File: config.mk
export PLATFORM = sky130hd
export DESIGN_NAME = mer_calc
export DESIGN_NICKNAME = d
export VERILOG_FILES = /design/src/rtl/mer_pkg.sv /design/src/rtl/mer_calc_div.sv /design/src/rtl/mer_calc.sv
export SDC_FILE = /design/constraint.sdc
export NUM_CORES = 1
export LEC_CHECK = 0
export CAP_MARGIN = 25
export CORE_MARGIN = 2
export CORE_UTILIZATION = 38
export DETAILED_ROUTE_END_ITERATION = 10
export RECOVER_POWER = 50
export SLEW_MARGIN = 20
export SYNTH_ARGS = -nofsm -noshare
export SYNTH_HDL_FRONTEND = slang
export SYNTH_SLANG_ARGS = --single-unit
File: constraint.sdc
create_clock -name sys_clk -period 6.3 [get_ports sys_clk]
set_input_delay 1.26 -clock sys_clk [delete_from_list [all_inputs] [get_ports sys_clk]]
set_output_delay 1.26 -clock sys_clk [all_outputs]
set_load 0.05 [all_outputs]
File: src/rtl/mer_pkg.sv
// Shared definitions for the MER ratio/log stage: default widths, FSM encoding
// and the saturated log value reported for a zero quotient.
package mer_pkg;
   localparam int NUM_W_DEF     = 18;
   localparam int DEN_W_DEF     = 56;
   localparam int ACC_SHIFT_DEF = 20;
   localparam int FRAC_DEF      = 8;
   localparam int LOG_W         = 9;

   localparam logic signed [LOG_W-1:0] LOG_MIN = {1'b1, {(LOG_W-1){1'b0}}};

   typedef enum logic [1:0] {
      ST_IDLE = 2'd0,
      ST_DIV  = 2'd1,
      ST_LOG  = 2'd2
   } state_t;
endpackage

File: src/rtl/mer_calc_div.sv
// Bit-serial restoring divider: one quotient bit per clock, MSB first.
// A zero divisor naturally yields an all-ones quotient.
module restoring_div_serial #(
   parameter int DVD_W = 26,
   parameter int DVS_W = 36
) (
   input  logic             sys_clk,
   input  logic             reset,
   input  logic             start,
   input  logic [DVD_W-1:0] dividend,
   input  logic [DVS_W-1:0] divisor,
   output logic             busy,
   output logic             done,
   output logic [DVD_W-1:0] quotient
);
   localparam int CNT_W = $clog2(DVD_W + 1);

   logic [CNT_W-1:0] cnt;
   logic [DVS_W-1:0] rem;
   logic [DVS_W-1:0] dvs;
   logic [DVD_W-1:0] q_sr;
   logic [DVS_W:0]   trial;
   logic             ge;

   // Dividend bits shift out of the top of q_sr while quotient bits shift in.
   assign trial    = {rem, q_sr[DVD_W-1]};
   assign ge       = (trial >= {1'b0, dvs});
   assign done     = busy && (cnt == CNT_W'(1));
   assign quotient = q_sr;

   always_ff @(posedge sys_clk or posedge reset) begin
      if (reset) begin
         busy <= 1'b0;
         cnt  <= '0;
      end else if (start && !busy) begin
         busy <= 1'b1;
         cnt  <= CNT_W'(DVD_W);
      end else if (busy) begin
         cnt <= cnt - CNT_W'(1);
         if (cnt == CNT_W'(1)) busy <= 1'b0;
      end
   end

   always_ff @(posedge sys_clk) begin
      if (start && !busy) begin
         rem  <= '0;
         dvs  <= divisor;
         q_sr <= dividend;
      end else if (busy) begin
         rem  <= ge ? DVS_W'(trial - {1'b0, dvs}) : DVS_W'(trial);
         q_sr <= {q_sr[DVD_W-2:0], ge};
      end
   end
endmodule

File: src/rtl/mer_calc.sv
// MER = P_sig / P_err with a coarse log2 estimate, captured on each
// end-of-measurement strobe and reported with a one-cycle valid pulse.
module mer_calc
   import mer_pkg::*;
#(
   parameter int NUM_W     = NUM_W_DEF,
   parameter int DEN_W     = DEN_W_DEF,
   parameter int ACC_SHIFT = ACC_SHIFT_DEF,
   parameter int FRAC      = FRAC_DEF,
   localparam int Q_W      = NUM_W + FRAC
) (
   input  logic                    sys_clk,
   input  logic                    reset,
   input  logic                    start,
   input  logic signed [NUM_W-1:0] sig_pwr,
   input  logic        [DEN_W-1:0] err_acc,
   output logic                    busy,
   output logic                    valid,
   output logic        [Q_W-1:0]   mer_quot,
   output logic signed [LOG_W-1:0] mer_log2,
   output logic                    div_zero,
   output logic                    overrun
);
   localparam int DVS_W = DEN_W - ACC_SHIFT;

   state_t           state;
   logic             accept;
   logic [NUM_W-1:0] num_clamp;
   logic [DVS_W-1:0] den_in;
   logic [Q_W-1:0]   dividend;
   logic [Q_W-1:0]   div_q;
   logic [Q_W-1:0]   quot_final;
   logic             div_busy;
   logic             div_done;
   logic             den_zero_r;

   // Integer part at the leading one, next three bits as the 1/8 fraction.
   function automatic logic signed [LOG_W-1:0] log2_est(input logic [Q_W-1:0] q);
      int         p;
      int         v;
      logic [2:0] m;
      p = 0;
      for (int i = 0; i < Q_W; i++) if (q[i]) p = i;
      m = 3'({q, 3'b000} >> p);
      v = ((p - FRAC) * 8) + int'(m);
      if (q == '0) return LOG_MIN;
      return v[LOG_W-1:0];
   endfunction

   assign accept     = start && (state == ST_IDLE);
   assign num_clamp  = (sig_pwr < 0) ? '0 : NUM_W'($unsigned(sig_pwr));
   assign den_in     = DVS_W'(err_acc >> ACC_SHIFT);
   assign dividend   = {num_clamp, {FRAC{1'b0}}};
   assign quot_final = den_zero_r ? '1 : div_q;

   restoring_div_serial #(
      .DVD_W(Q_W),
      .DVS_W(DVS_W)
   ) u_div (
      .sys_clk (sys_clk),
      .reset   (reset),
      .start   (accept),
      .dividend(dividend),
      .divisor (den_in),
      .busy    (div_busy),
      .done    (div_done),
      .quotient(div_q)
   );

   always_ff @(posedge sys_clk) begin
      if (accept) den_zero_r <= (den_in == '0);
   end

   always_ff @(posedge sys_clk or posedge reset) begin
      if (reset) begin
         state    <= ST_IDLE;
         busy     <= 1'b0;
         valid    <= 1'b0;
         overrun  <= 1'b0;
         div_zero <= 1'b0;
         mer_quot <= '0;
         mer_log2 <= '0;
      end else begin
         valid   <= 1'b0;
         overrun <= start && (state != ST_IDLE);
         case (state)
            ST_IDLE: begin
               if (start) begin
                  state <= ST_DIV;
                  busy  <= 1'b1;
               end
            end
            ST_DIV: begin
               if (div_done) state <= ST_LOG;
            end
            ST_LOG: begin
               mer_quot <= quot_final;
               mer_log2 <= log2_est(quot_final);
               div_zero <= den_zero_r;
               valid    <= 1'b1;
               busy     <= 1'b0;
               state    <= ST_IDLE;
            end
            default: begin
               state <= ST_IDLE;
               busy  <= 1'b0;
            end
         endcase
      end
   end

   logic unused_ok;
   assign unused_ok = div_busy;
endmodule

# [Word level (Yosys, flattened, before mapping)]
# Cells that the tools add are included.
[word_totals] register_bits=146 out_inout_bits=39 elab_cells=85
[classes] add_sub_neg=4 n_lt_le_gt_ge=2 eq_ne=5 shift=1 muxes=46 n_bitwise=1 n_reduce_logical=12
[op_table] cell="$mux W32" n=25
[op_table] cell="$mux W26" n=3
[op_table] cell="$ge A37 B36 Y1" n=1
[op_table] cell="$logic_not A36 Y1" n=1
[op_table] cell="$mux W36" n=1
[op_table] cell="$sub A36 B36 Y36" n=1
[op_table] cell="$shr A29 B32 Y3" n=1
[op_table] cell="$logic_not A26 Y1" n=1
[op_table] cell="$lt A18 B1 Y1 const B" n=1
[op_table] cell="$mux W18" n=1
[op_table] cell="$mux W9" n=2
[op_table] cell="$mux W5" n=2
[op_table] cell="$add A9 B4 Y9" n=1
[op_table] cell="$mux W1" n=8
[op_table] cell="$sub A6 B5 Y6 const B" n=1
[op_table] cell="$eq A5 B1 Y1 const B" n=1
[op_table] cell="$sub A5 B1 Y5 const B" n=1
[op_table] cell="$logic_and A1 B1 Y1" n=4
[op_table] cell="$mux W2" n=2
[op_table] cell="$ne A2 B2 Y1 const B" n=2
[op_table] cell="$pmux W2 S2" n=1
[op_table] cell="$reduce_and A2 Y1" n=2
[op_table] cell="$reduce_bool A2 Y1" n=2
[op_table] cell="$eq A2 B1 Y1 const B" n=1
[op_table] cell="other kinds (5)" n=5

# [Depth between registers and ports, before layout]
# Gate-level depths: netlist of run 1.
[depth] depth_word=30 depth_mapped=15

# [Cells and area by module]
# A second synthesis of run 1 with hierarchy kept.
[hier_totals] hier_cells=949 area_unflattened_um2=9064.9
[modules_own_cells] module="restoring_div_serial" instances=1 cells_each=560 area_per_inst_um2=5965.7 seq_area_each_um2=2732.6
[modules_own_cells] module="mer_calc" instances=1 cells_each=389 area_per_inst_um2=3099.2 seq_area_each_um2=1056.0

# [Least setup slack after synthesis of run 1]
# No wires, ideal clock.
[synth_timing] path_type="input to register" from="in start" to="reg u_div.dvs[0] (enable)" arrival_time_ns=3.173 setup_slack_ns=2.698 stages=3 path_cell_list="nand2_1 clkbuf_1 nor2_1"
[synth_between] elab_chain_len=2
[synth_rtl] item="start: declaration" line="mer_calc.sv:14" source="input logic start,"
[synth_rtl] item="$logic_and A1 B1 Y1" line="mer_calc.sv:50" source="assign accept = start && (state == ST_IDLE);"
[synth_rtl] item="$logic_and A1 B1 Y1" line="mer_calc_div.sv:45" source="if (start && !busy) begin"
[synth_rtl] item="end signal: assignment" line="mer_calc_div.sv:47" source="dvs <= divisor;"
[synth_rtl] item="end: declaration" line="mer_calc_div.sv:20" source="logic [DVS_W-1:0] dvs;"
# No other way between the ends.
# A chain may end at the register's enable or synchronous reset.

# [Final worst setup path of run 1]
[layout_timing] from="reg u_div.q_sr[25] (netlist: u_div.quotient[25])" to="reg u_div.rem[21]"
[layout_between] elab_chain_len=2 word_cells_on_any_way=3 classes_between="add/sub (1); order compare (1); mux (1)"
[layout_rtl] item="start: declaration" line="mer_calc_div.sv:21" source="logic [DVD_W-1:0] q_sr;"
[layout_rtl] item="start signal: assignment" line="mer_calc_div.sv:48" source="q_sr <= dividend;"
[layout_rtl] item="start signal: assignment" line="mer_calc_div.sv:51" source="q_sr <= {q_sr[DVD_W-2:0], ge};"
[layout_rtl] item="$sub A36 B36 Y36 or $ge A37 B36 Y1 (tied branches)" line="mer_calc_div.sv:50, mer_calc_div.sv:27"
[layout_rtl] item="$mux W36 (*)" line="mer_calc_div.sv:50" source="rem <= ge ? DVS_W'(trial - {1'b0, dvs}) : DVS_W'(trial);"
[layout_rtl] item="end signal: assignment" line="mer_calc_div.sv:50"
[layout_rtl] item="end: declaration" line="mer_calc_div.sv:19" source="logic [DVS_W-1:0] rem;"
# Every way passes the cells marked *; elsewhere a longest branch is shown, timed or not.

==> results of run 1 <==
-- logic make-up (layout without fill, tap and decap cells) --
group / count (synthesis) / in the layout / share of synthesized area, %
muxes: 24 / 24 / 2.92
xor gates and xnor gates: 26 / 26 / 2.70
buffers and inverters: 109 / 202 / 5.31
DFF: 146 / 146 / 44.0
adders and majority gates: 40 / 40 / 6.02
and+or+nand+nor: 306 / 306 / 16.5
AOI/OAI and AO/OA: 297 / 297 / 22.6
-- worst min path at each step --
stage | slack (ns) | depth (start not counted) | end | start
6_report | 0.46 | 2 | mer_quot[24]$_DFFE_PP0P_ | mer_quot[24]$_DFFE_PP0P_
5_1_grt | 0.50 | 2 | mer_quot[13]$_DFFE_PP0P_ | mer_quot[13]$_DFFE_PP0P_
4_1_cts | 0.47 | 2 | mer_quot[24]$_DFFE_PP0P_ | mer_quot[24]$_DFFE_PP0P_
3_5_place_dp | 0.46 | 2 | mer_quot[24]$_DFFE_PP0P_ | mer_quot[24]$_DFFE_PP0P_
3_3_place_gp | 0.45 | 2 | mer_quot[24]$_DFFE_PP0P_ | mer_quot[24]$_DFFE_PP0P_
2_1_floorplan | 0.45 | 2 | u_div.rem[27]$_SDFFE_PP0P_ | u_div.rem[27]$_SDFFE_PP0P_
-- sequential cells by signal, indices dropped and copies added (netlist names), 2 cells and up --
signal and flops:
mer_quot 26, u_div.quotient 26, u_div.rem 36, u_div.dvs 36
mer_log2 9, state 2, u_div.cnt 5
-- worst max-delay path, stage by stage, from the launching register on --
cell	delay, ns
sky130_fd_sc_hd__edfxtp_1	0.53
sky130_fd_sc_hd__inv_1	0.19
sky130_fd_sc_hd__ha_1	0.20
sky130_fd_sc_hd__nand2b_1	0.13
sky130_fd_sc_hd__a21oi_1	0.12
sky130_fd_sc_hd__o311a_1	0.33
sky130_fd_sc_hd__o21a_1	0.23
sky130_fd_sc_hd__a41o_1	0.32
sky130_fd_sc_hd__a2111oi_2	0.52
sky130_fd_sc_hd__o21ai_4	0.19
sky130_fd_sc_hd__buf_4	0.34
sky130_fd_sc_hd__nand2_8	0.18
sky130_fd_sc_hd__nor3_1	0.09
sky130_fd_sc_hd__a221o_1	0.27
-- final cells by class --
| class | instances | share of cell area (%) |
|---|---|---|
| Clock buffer | 18 | 4.19 |
| Multi-Input combinational cell | 693 | 42.1 |
| Timing Repair Buffer | 105 | 10.3 |
| Inverter | 65 | 2.40 |
| Clock inverter | 14 | 1.36 |
| Sequential cell | 146 | 36.2 |
| Tap cell | 280 | 3.42 |
-- per-layer routing --
layer,global-route usage [%],share of wire (%),wire [um],vias to the layer above
met4,5.20,1.9,404,0
met3,3.91,4.5,969,31
li1,-,-,-,3585
met1,24.5,46,9920,3350
met5,0,0,0,-
met2,30.8,47,10100,189
-- power by group through the flow --
stage | Clock [mW] | Combinational, mW | Sequential (mW)
after floorplan | 0 | 0.00581 | 1.00
after global placement | 0 | 0.0495 | 1.00
after detailed placement | 0 | 0.0501 | 1.00
after CTS | 1.01 | 0.0502 | 0.981
after global routing | 1.05 | 0.0485 | 0.980
final | 0.992 | 0.0441 | 0.981
-- synth_stat cells (4+ instances only) --
| cell | count |
|---|---|
| sky130_fd_sc_hd__nand3_1 | 21 |
| sky130_fd_sc_hd__xor2_1 | 10 |
| sky130_fd_sc_hd__nor2_1 | 84 |
| sky130_fd_sc_hd__mux2_2 | 5 |
| sky130_fd_sc_hd__a21o_1 | 14 |
| sky130_fd_sc_hd__xnor2_1 | 16 |
| sky130_fd_sc_hd__a211oi_1 | 11 |
| sky130_fd_sc_hd__o21ai_0 | 98 |
| sky130_fd_sc_hd__nor2b_1 | 5 |
| sky130_fd_sc_hd__dfrtp_1 | 47 |
| sky130_fd_sc_hd__ha_1 | 39 |
| sky130_fd_sc_hd__a21oi_1 | 56 |
| sky130_fd_sc_hd__nor3_1 | 18 |
| sky130_fd_sc_hd__inv_1 | 64 |
| sky130_fd_sc_hd__buf_2 | 4 |
| sky130_fd_sc_hd__a22o_1 | 17 |
| sky130_fd_sc_hd__nand2b_1 | 13 |
| sky130_fd_sc_hd__nand2_1 | 119 |
| sky130_fd_sc_hd__o21ai_1 | 9 |
| sky130_fd_sc_hd__a22oi_1 | 6 |
| sky130_fd_sc_hd__buf_6 | 4 |
| sky130_fd_sc_hd__o31a_1 | 4 |
| sky130_fd_sc_hd__nand4_1 | 6 |
| sky130_fd_sc_hd__mux2i_1 | 19 |
| sky130_fd_sc_hd__nor4_1 | 11 |
| sky130_fd_sc_hd__a31oi_1 | 12 |
| sky130_fd_sc_hd__and2_1 | 6 |
| sky130_fd_sc_hd__clkbuf_1 | 32 |
| sky130_fd_sc_hd__edfxtp_1 | 55 |
| sky130_fd_sc_hd__dfxtp_1 | 44 |
| sky130_fd_sc_hd__and3_1 | 4 |
| sky130_fd_sc_hd__o21a_1 | 13 |
| sky130_fd_sc_hd__o211ai_1 | 14 |
-- stage by stage --
stage	instance area (um2)	setup WS, ns
after CTS	10200	2.55
after global routing	10200	2.32
final	10200	2.54
after floorplan	8440	2.70
after global placement	9620	2.48
after detailed placement	9650	2.50
==> results.py, run 1 <==
metrics = {
    "floorplanning": {
        "die_area_mm2": 0.0234,
        "fp-row-count": 54,
        "fp.dieH_um": 153,
        "core_area_mm2": 0.0218,
        "start_util_pct": 38.7,
        "design.portCount": 116,
        "die_w_um": 153,
    },
    "worst_setup_path": {
        "crit_required_ns": 6.62,
        "r2r_cells": 13,
        "worstSetupStartpoint": "u_div.quotient[25]$_SDFFCE_PP0P_",
        "critical_path_endpoint": "u_div.rem[21]$_SDFFE_PP0P_",
        "crit-reg2reg-launch": "u_div.quotient[25]$_SDFFCE_PP0P_",
        "crit_arrival_ns": 4.08,
        "crit_start_category": "flip-flop",
        "end_kind": "flip-flop",
        "setup.worst_path.class": "reg2reg",
        "timing.rr.end": "u_div.rem[21]$_SDFFE_PP0P_",
        "path_max_fanout": 38,
        "flop2flop_setup_slack_ns": 2.54,
    },
    "cells_and_area": {
        "layout.cells.most_common": "sky130_fd_sc_hd__nand2_1",
        "nNetsFinal": 1145,
        "syn_to_final_growth_pct": 21.3,
        "layout.core_utilization_pct": 46.9,
        "multiInputGateArea_mm2": 0.00431,
        "stdcell_count": 1321,
        "register_cell_area_after_layout_mm2": 0.00371,
        "drive_above_1_share_pct": 5.57,
        "num_antenna_cells": 0,
        "final_cell_mix": "sky130_fd_sc_hd__nand2_1, sky130_fd_sc_hd__o21ai_0, sky130_fd_sc_hd__nor2_1",
        "nFillCells": 2140,
    },
    "detailed_routing": {
        "num_vias": 7155,
        "viasPerCell": 5.42,
        "wl_per_cell_um": 16.2,
        "route.final.wire_length_um": 21400,
        "final_antenna_net_count": 0,
        "post_detailed_route_drc_marker_count": 0,
        "dr_pass1_iterations": 5,
        "drt_iter0_drc": 456,
    },
    "sta": {
        "timing.slew.headroom_pct": -37.9,
        "unrepaired_setup_endpoints_after_global_routing": "false",
        "finClkSkew_ns": 0.00862,
        "min_period_over_period_pct": 59.6,
        "tightestPinTransition_ns": 2.06,
        "final-hold-violation-count": 0,
        "holdWs_ns": 0.461,
        "layout_min_cycle_time_ns": 3.76,
        "final.setup.tns_ns": 0,
        "timing_max_transition_violations_final": 137,
        "fmax_ghz": 0.266,
        "report.final.setup_viol": 0,
    },
    "clock_network": {
        "cts.repair.resized": 0,
        "clock-root-buffer": "sky130_fd_sc_hd__clkbuf_16",
        "clock-sinks": 146,
        "worstSkewPairLatency_ns": 0.43,
        "cts_tree": "done",
        "cts-hold-fix-buffers": 0,
        "cts.repair_timing.setup_buffer_count": 0,
        "clkSlewWorstSetupHoldPaths_ns": 0.06,
        "cts-htree-levels": 4,
        "tritoncts.num_buffers": 17,
        "clock_tree.buffer_depth": 2,
    },
    "place": {
        "place.detailed.instances": 1288,
        "portBuffers": 95,
        "hpwlAfterDp_um": 15600,
        "gp_congestion": 0.911,
    },
    "grt": {
        "track_usage_pct": 18.5,
        "grt_overflow": 0,
        "grt_start_max_net_pins": 56,
        "grt_antenna_before_repair": 0,
        "grt_pass1_wl_um": 35100,
        "grt_pass1_vias": 6849,
    },
    "synthesis": {
        "ys_seq_elements": 146,
        "synth_edf_count": 55,
        "avgSynthCellArea_um2": 8.90,
        "synthFlopType": "sky130_fd_sc_hd__edfxtp_1",
        "netlist_area_pre_place_mm2": 0.00844,
        "netlist-cell-type-count": 75,
        "yosysWarnings": 0,
        "post-synth-top-area-cell": "sky130_fd_sc_hd__edfxtp_1",
        "synthesis.nets": 1065,
        "async_sr_flop_fraction_pct": 32.2,
        "synth.top_cell.area_share_pct": 19.6,
        "syn_inst": 948,
        "ys_seq_area_share_pct": 44.0,
        "synthTopCellsByArea": "sky130_fd_sc_hd__edfxtp_1, sky130_fd_sc_hd__dfrtp_1, sky130_fd_sc_hd__dfxtp_1",
    },
    "run_status": {
        "outcome": "finished with violations",
        "failed_checks": "max-capacitance violations, max-slew violations",
    },
    "pwr": {
        "total_leakage_power_nw": 4.34,
        "max-vdd-ir-drop_mv": 0.173,
        "comb_power_share_pct": 2.2,
        "power.share.clock_pct": 49.2,
        "power_per_cell_area_mw_per_mm2": 197,
        "reported_net_switching_power_uw": 429,
        "total_power_after_layout_mw": 2.02,
        "internal_power_mw": 1.59,
        "p_seq_share_pct": 48.6,
        "power.switching_fraction_pct": 21.3,
    },
    "job": {
        "max-cap-violations": 3,
    },
    "worst_hold_path": {
        "hold_path.class": "reg2reg",
    },
}
Note: power is estimated with default switching activity, not from simulation.
==> run 2, diff against run 1 <==
==> constraint.sdc (replaced) <==
create_clock -name sys_clk -period 3.7 [get_ports sys_clk]
set_input_delay 0.74 -clock sys_clk [delete_from_list [all_inputs] [get_ports sys_clk]]
set_output_delay 0.74 -clock sys_clk [all_outputs]
set_load 0.05 [all_outputs]
==> run 2 against run 1 <==
The flow still finishes with violations (max-capacitance violations, max-slew violations). Sequential share of layout area down 0.30 points. Global-route usage about the same. Sequential cell count unchanged. Clock skew up 0.0036 ns. Core utilization up 0.39 points. Maximum frequency up 10%. Final cell count up 0.53%. Sequential power up 70%. Routed wire length up 0.72%. Power up 77%. Non-clock buffer count up 7. Clock power up 83%. Critical path type unchanged. Critical endpoint is now u_div.rem[14]$_SDFFE_PP0P_.
==> results.py, run 2 (synthesis results as in run 1) <==
metrics = {
    "sta": {
        "unrepaired_setup_endpoints_after_global_routing": "false",
        "timing.slew.headroom_pct": -37.6,
        "final.setup.tns_ns": 0,
        "fmax_ghz": 0.294,
        "timing_max_transition_violations_final": 122,
        "layout_min_cycle_time_ns": 3.40,
        "min_period_over_period_pct": 92.0,
        "report.final.setup_viol": 0,
        "finClkSkew_ns": 0.0122,
        "holdWs_ns": 0.460,
        "tightestPinTransition_ns": 2.05,
        "final-hold-violation-count": 0,
    },
    "clock_network": {
        "cts-htree-levels": 4,
        "cts-hold-fix-buffers": 0,
        "clock_tree.buffer_depth": 2,
        "cts.repair_timing.setup_buffer_count": 0,
        "cts.repair.resized": 0,
        "tritoncts.num_buffers": 17,
        "clkSlewWorstSetupHoldPaths_ns": 0.06,
        "clock-root-buffer": "sky130_fd_sc_hd__clkbuf_16",
        "worstSkewPairLatency_ns": 0.43,
        "clock-sinks": 146,
        "cts_tree": "done",
    },
    "job": {
        "max-cap-violations": 3,
    },
    "pwr": {
        "reported_net_switching_power_uw": 700,
        "total_power_after_layout_mw": 3.57,
        "internal_power_mw": 2.87,
        "power_per_cell_area_mw_per_mm2": 346,
        "max-vdd-ir-drop_mv": 0.290,
        "total_leakage_power_nw": 4.39,
        "power.switching_fraction_pct": 19.6,
        "comb_power_share_pct": 2.1,
        "p_seq_share_pct": 46.8,
        "power.share.clock_pct": 51.1,
    },
    "detailed_routing": {
        "viasPerCell": 5.39,
        "route.final.wire_length_um": 21500,
        "wl_per_cell_um": 16.2,
        "num_vias": 7153,
        "drt_iter0_drc": 504,
        "final_antenna_net_count": 0,
        "dr_pass1_iterations": 4,
        "post_detailed_route_drc_marker_count": 0,
    },
    "grt": {
        "grt_pass1_wl_um": 35200,
        "grt_overflow": 0,
        "grt_start_max_net_pins": 55,
        "grt_pass1_vias": 6922,
        "track_usage_pct": 18.6,
        "grt_antenna_before_repair": 0,
    },
    "cells_and_area": {
        "nFillCells": 2115,
        "num_antenna_cells": 0,
        "syn_to_final_growth_pct": 22.3,
        "layout.core_utilization_pct": 47.3,
        "final_cell_mix": "sky130_fd_sc_hd__nand2_1, sky130_fd_sc_hd__o21ai_0, sky130_fd_sc_hd__nor2_1",
        "multiInputGateArea_mm2": 0.00430,
        "layout.cells.most_common": "sky130_fd_sc_hd__nand2_1",
        "reg_top3": "u_div.dvs x36, u_div.rem x36",
        "nNetsFinal": 1152,
        "drive_above_1_share_pct": 6.01,
        "register_cell_area_after_layout_mm2": 0.00371,
    },
    "worst_setup_path": {
        "path_max_fanout": 43,
        "setup.worst_path.class": "reg2reg",
        "largest_stage_delay_worst_path_ns": 0.56,
        "timing.critical_path.slowest_stage_cell": "sky130_fd_sc_hd__a2111oi_2",
        "r2r_cells": 13,
        "crit_arrival_ns": 3.71,
        "crit_required_ns": 4.00,
        "timing.rr.end": "u_div.rem[14]$_SDFFE_PP0P_",
        "worstSetupStartpoint": "u_div.dvs[2]$_DFFE_PP_",
        "crit_start_category": "flip-flop",
        "flop2flop_setup_slack_ns": 0.30,
        "end_kind": "flip-flop",
        "critical_path.cell_chain": "inv_1, ha_1, o21ai_0, a21oi_1, o311a_1, o21a_1, a41o_1, a2111oi_2, o21ai_4, buf_12, nand3_1, mux2_2, o211ai_1",
        "crit-reg2reg-launch": "u_div.dvs[2]$_DFFE_PP_",
    },
    "floorplanning": {
        "die_w_um": 153,
        "start_util_pct": 38.7,
        "die_area_mm2": 0.0234,
        "fp.dieH_um": 153,
        "design.portCount": 116,
        "fp-row-count": 54,
        "core_area_mm2": 0.0218,
    },
    "place": {
        "portBuffers": 95,
        "hpwlAfterDp_um": 15700,
        "gp_congestion": 0.902,
    },
    "worst_hold_path": {
        "holdCritStartpoint": "mer_quot[24]$_DFFE_PP0P_",
        "hold_end": "mer_quot[24]$_DFFE_PP0P_",
        "hold_path.class": "reg2reg",
        "min_delay_path_depth": 2,
    },
    "run_status": {
        "failed_checks": "max-capacitance violations, max-slew violations",
        "outcome": "finished with violations",
    },
}
-- run 2: cell types whose count changed in the layout (fill, tap and decap cells not counted), moves of 4 or more --
cell	change
sky130_fd_sc_hd__buf_4	+7
sky130_fd_sc_hd__clkbuf_8	+4
sky130_fd_sc_hd__clkdlybuf4s50_1	+6
sky130_fd_sc_hd__clkinv_2	-5
sky130_fd_sc_hd__dlygate4sd3_1	-6
-- run 2: per-layer routing --
| metal | up-vias | track usage (%) | wire (um) |
|---|---|---|---|
| li1 | 3592 | - | - |
| met1 | 3348 | 24.4 | 9930 |
| met2 | 193 | 31.0 | 10200 |
| met3 | 20 | 4.00 | 1010 |
| met4 | 0 | 5.25 | 355 |
| met5 | - | 0 | 0 |
-- run 2: layout make-up --
type                    instances  area share [%]
clock buffers                  27            5.29
flip-flops and latches        146            35.9
multi-input cells             693            41.6
repair buffers                112            10.6
well taps                     280            3.40
clock inverters                 5           0.812
inverters                      65            2.38
-- run 2: critical path: cells and delay by family (launching register included) --
family / cells / cell delay [ns]
and+or+nand+nor: 1 / 0.10
buffers and inverters: 2 / 0.33
DFF: 1 / 0.36
adders and majority gates: 1 / 0.28
muxes: 1 / 0.16
AOI/OAI and AO/OA: 8 / 2.01
-- run 2: power groups by stage --
stage | combinational, mW | clock (mW) | sequential (mW)
floorplan | 0.00990 | 0 | 1.71
global placement | 0.0849 | 0 | 1.70
detailed placement | 0.0851 | 0 | 1.70
CTS | 0.0852 | 1.85 | 1.67
global route | 0.0832 | 1.93 | 1.67
finish | 0.0752 | 1.82 | 1.67
-- run 2: worst max path at each step --
stage                            endpoint  slack [ns]  cells past startpoint
2_1_floorplan      u_div.dvs[0]$_DFFE_PP_        0.62                      3
3_3_place_gp   u_div.rem[12]$_SDFFE_PP0P_        0.41                     13
3_5_place_dp   u_div.rem[25]$_SDFFE_PP0P_        0.37                     13
4_1_cts        u_div.rem[17]$_SDFFE_PP0P_        0.34                     13
5_1_grt        u_div.rem[14]$_SDFFE_PP0P_         0.1                     13
6_report       u_div.rem[14]$_SDFFE_PP0P_        0.30                     13
-- run 2: metrics by stage --
step	std cells	instance area [um2]	setup slack (ns)
2_1_floorplan	948	8440	0.618
3_3_place_gp	1296	9710	0.410
3_5_place_dp	1296	9710	0.370
4_1_cts	1328	10300	0.338
5_1_grt	1328	10300	0.0994
6_report	1328	10300	0.296
==> run 3, diff against run 2 <==
==> constraint.sdc (replaced) <==
create_clock -name sys_clk -period 3.7 [get_ports sys_clk]
set_input_delay 0.74 -clock sys_clk [delete_from_list [all_inputs] [get_ports sys_clk]]
set_output_delay 0.74 -clock sys_clk [all_outputs]
set_load 0.005 [all_outputs]
==> run 3 against run 2 <==
The run still ends with max-capacitance violations, max-slew violations left. First-iteration DRC count did not move. Register-to-register slack barely moved. Global-route usage did not move. Via count barely moved. Clock-buffer cell count did not move. Maximum frequency did not move. Non-clock buffer count did not move. Combinational power fell by 3%. Sequential power barely moved. Highest routed layer unchanged.
==> results.py, run 3 (synthesis results as in run 1) <==
metrics = {
    "detailed_routing": {
        "num_vias": 7146,
        "viasPerCell": 5.38,
        "wl_per_cell_um": 16.2,
        "drt_iter0_drc": 504,
        "dr_pass1_iterations": 4,
        "post_detailed_route_drc_marker_count": 0,
        "route.final.wire_length_um": 21500,
        "final_antenna_net_count": 0,
    },
    "clock_network": {
        "clkSlewWorstSetupHoldPaths_ns": 0.06,
        "cts_tree": "done",
        "cts.repair_timing.setup_buffer_count": 0,
        "cts-htree-levels": 4,
        "tritoncts.num_buffers": 17,
        "clock-root-buffer": "sky130_fd_sc_hd__clkbuf_16",
        "clock-sinks": 146,
        "cts-hold-fix-buffers": 0,
        "clock_tree.buffer_depth": 2,
        "cts.repair.resized": 0,
        "worstSkewPairLatency_ns": 0.43,
    },
    "worst_setup_path": {
        "path_max_fanout": 43,
        "worst_path_dominant_cell_family": "compound AO/OA/AOI/OAI gates",
        "crit_required_ns": 4.00,
        "critical_path.cell_chain": "inv_1, ha_1, o21ai_0, a21oi_1, o311a_1, o21a_1, a41o_1, a2111oi_2, o21ai_4, buf_12, nand3_1, mux2_2, o211ai_1",
        "timing.critical_path.slowest_stage_cell": "sky130_fd_sc_hd__a2111oi_2",
        "setup.worst_path.class": "reg2reg",
        "crit_start_category": "flip-flop",
        "largest_stage_delay_worst_path_ns": 0.56,
        "crit_arrival_ns": 3.71,
        "end_kind": "flip-flop",
        "worst-path-buf-inv": 2,
    },
    "grt": {
        "track_usage_pct": 18.6,
        "grt_start_max_net_pins": 55,
        "grt_pass1_vias": 6922,
        "grt_pass1_wl_um": 35200,
        "grt_util_met1_pct": 24.4,
        "grt_busiest_layer": "met2",
        "grt_antenna_before_repair": 0,
        "grt_util_met2_pct": 31.0,
        "grt_overflow": 0,
        "met3_resource_use_gr_pct": 4.00,
    },
    "place": {
        "hpwlAfterDp_um": 15700,
        "portBuffers": 95,
        "gp_congestion": 0.902,
        "place.detailed.instances": 1296,
    },
    "sta": {
        "final.setup.tns_ns": 0,
        "unrepaired_setup_endpoints_after_global_routing": "false",
        "holdWs_ns": 0.460,
        "finClkSkew_ns": 0.0122,
        "timing_max_transition_violations_final": 122,
        "layout_min_cycle_time_ns": 3.40,
        "fmax_ghz": 0.294,
        "report.final.setup_viol": 0,
        "timing.slew.headroom_pct": -37.6,
        "final-hold-violation-count": 0,
        "min_period_over_period_pct": 92.0,
        "tightestPinTransition_ns": 2.05,
    },
    "worst_hold_path": {
        "hold_path.class": "reg2reg",
    },
    "pwr": {
        "internal_power_mw": 2.87,
        "comb_power_share_pct": 2.1,
        "max-vdd-ir-drop_mv": 0.289,
        "reported_net_switching_power_uw": 698,
        "power_per_cell_area_mw_per_mm2": 346,
        "power.share.clock_pct": 51.1,
        "power.switching_fraction_pct": 19.6,
        "total_leakage_power_nw": 4.40,
        "total_power_after_layout_mw": 3.57,
        "p_seq_share_pct": 46.8,
    },
    "floorplanning": {
        "core_area_mm2": 0.0218,
        "fp-row-count": 54,
        "design.portCount": 116,
        "fp.dieH_um": 153,
        "start_util_pct": 38.7,
        "die_area_mm2": 0.0234,
        "die_w_um": 153,
    },
    "run_status": {
        "outcome": "finished with violations",
        "failed_checks": "max-capacitance violations, max-slew violations",
    },
    "job": {
        "max-cap-violations": 3,
    },
    "cells_and_area": {
        "stdcell_count": 1328,
        "multiInputGateArea_mm2": 0.00430,
        "register_cell_area_after_layout_mm2": 0.00371,
        "syn_to_final_growth_pct": 22.3,
        "num_antenna_cells": 0,
        "nFillCells": 2115,
        "final_cell_mix": "sky130_fd_sc_hd__nand2_1, sky130_fd_sc_hd__o21ai_0, sky130_fd_sc_hd__nor2_1",
        "layout.cells.most_common": "sky130_fd_sc_hd__nand2_1",
        "nNetsFinal": 1152,
        "reg_top3": "u_div.dvs x36, u_div.rem x36",
        "layout.core_utilization_pct": 47.3,
        "drive_above_1_share_pct": 6.01,
    },
}
==> run 3: cell types whose count changed in the layout (fill, tap and decap cells not counted) <==
cell,previous run,this run
sky130_fd_sc_hd__dlygate4sd3_1,38,42
sky130_fd_sc_hd__clkdlybuf4s50_1,57,53
==> run 3: area by class of cell <==
type | instances | share of cell area [%]
multi-input cells | 693 | 41.6
flip-flops and latches | 146 | 35.9
repair buffers | 112 | 10.6
clock buffers | 27 | 5.29
well taps | 280 | 3.40
inverters | 65 | 2.38
clock inverters | 5 | 0.812
==> run 3: layer usage <==
layer / share of wire [%] / vias to the layer above
li1: - / 3592
met1: 46 / 3339
met2: 47 / 195
met3: 4.7 / 20
met4: 1.6 / 0
met5: 0 / -
==> run 3: stage by stage <==
step	area [um2]	setup slack [ns]
2_1_floorplan	8440	0.618
3_3_place_gp	9710	0.410
3_5_place_dp	9710	0.370
4_1_cts	10300	0.338
5_1_grt	10300	0.0994
6_report	10300	0.296
==> run 3: path summary, 6_finish.rpt <==
path / startpoint / to / slack, ns / depth (start not counted)
min reg2reg: mer_quot[23]$_DFFE_PP0P_ / mer_quot[23]$_DFFE_PP0P_ / 0.46 / 2
max: u_div.dvs[2]$_DFFE_PP_ / u_div.rem[14]$_SDFFE_PP0P_ / 0.30 / 13
max in group asynchronous: reset / mer_quot[12]$_DFFE_PP0P_ / 1.46 / 2
min: mer_quot[23]$_DFFE_PP0P_ / mer_quot[23]$_DFFE_PP0P_ / 0.46 / 2
max reg2reg: u_div.dvs[2]$_DFFE_PP_ / u_div.rem[14]$_SDFFE_PP0P_ / 0.30 / 13
min in group asynchronous: reset / mer_quot[2]$_DFFE_PP0P_ / 1.30 / 2
==> run 3: power groups by stage <==
| stage | combinational (mW) | sequential [mW] | clock (mW) |
|---|---|---|---|
| after floorplan | 0.00990 | 1.70 | 0 |
| after global placement | 0.0829 | 1.70 | 0 |
| after detailed placement | 0.0831 | 1.70 | 0 |
| after CTS | 0.0833 | 1.67 | 1.85 |
| after global routing | 0.0813 | 1.67 | 1.93 |
| final | 0.0733 | 1.67 | 1.82 |
==> run 3: worst register-to-register path: stages, from the launching register on <==
cell and delay [ns]:
sky130_fd_sc_hd__edfxtp_1 0.36, sky130_fd_sc_hd__inv_1 0.09, sky130_fd_sc_hd__ha_1 0.28, sky130_fd_sc_hd__o21ai_0 0.18, sky130_fd_sc_hd__a21oi_1 0.11, sky130_fd_sc_hd__o311a_1 0.34, sky130_fd_sc_hd__o21a_1 0.23, sky130_fd_sc_hd__a41o_1 0.33
sky130_fd_sc_hd__a2111oi_2 0.56, sky130_fd_sc_hd__o21ai_4 0.20, sky130_fd_sc_hd__buf_12 0.24, sky130_fd_sc_hd__nand3_1 0.13, sky130_fd_sc_hd__mux2_2 0.16, sky130_fd_sc_hd__o211ai_1 0.07
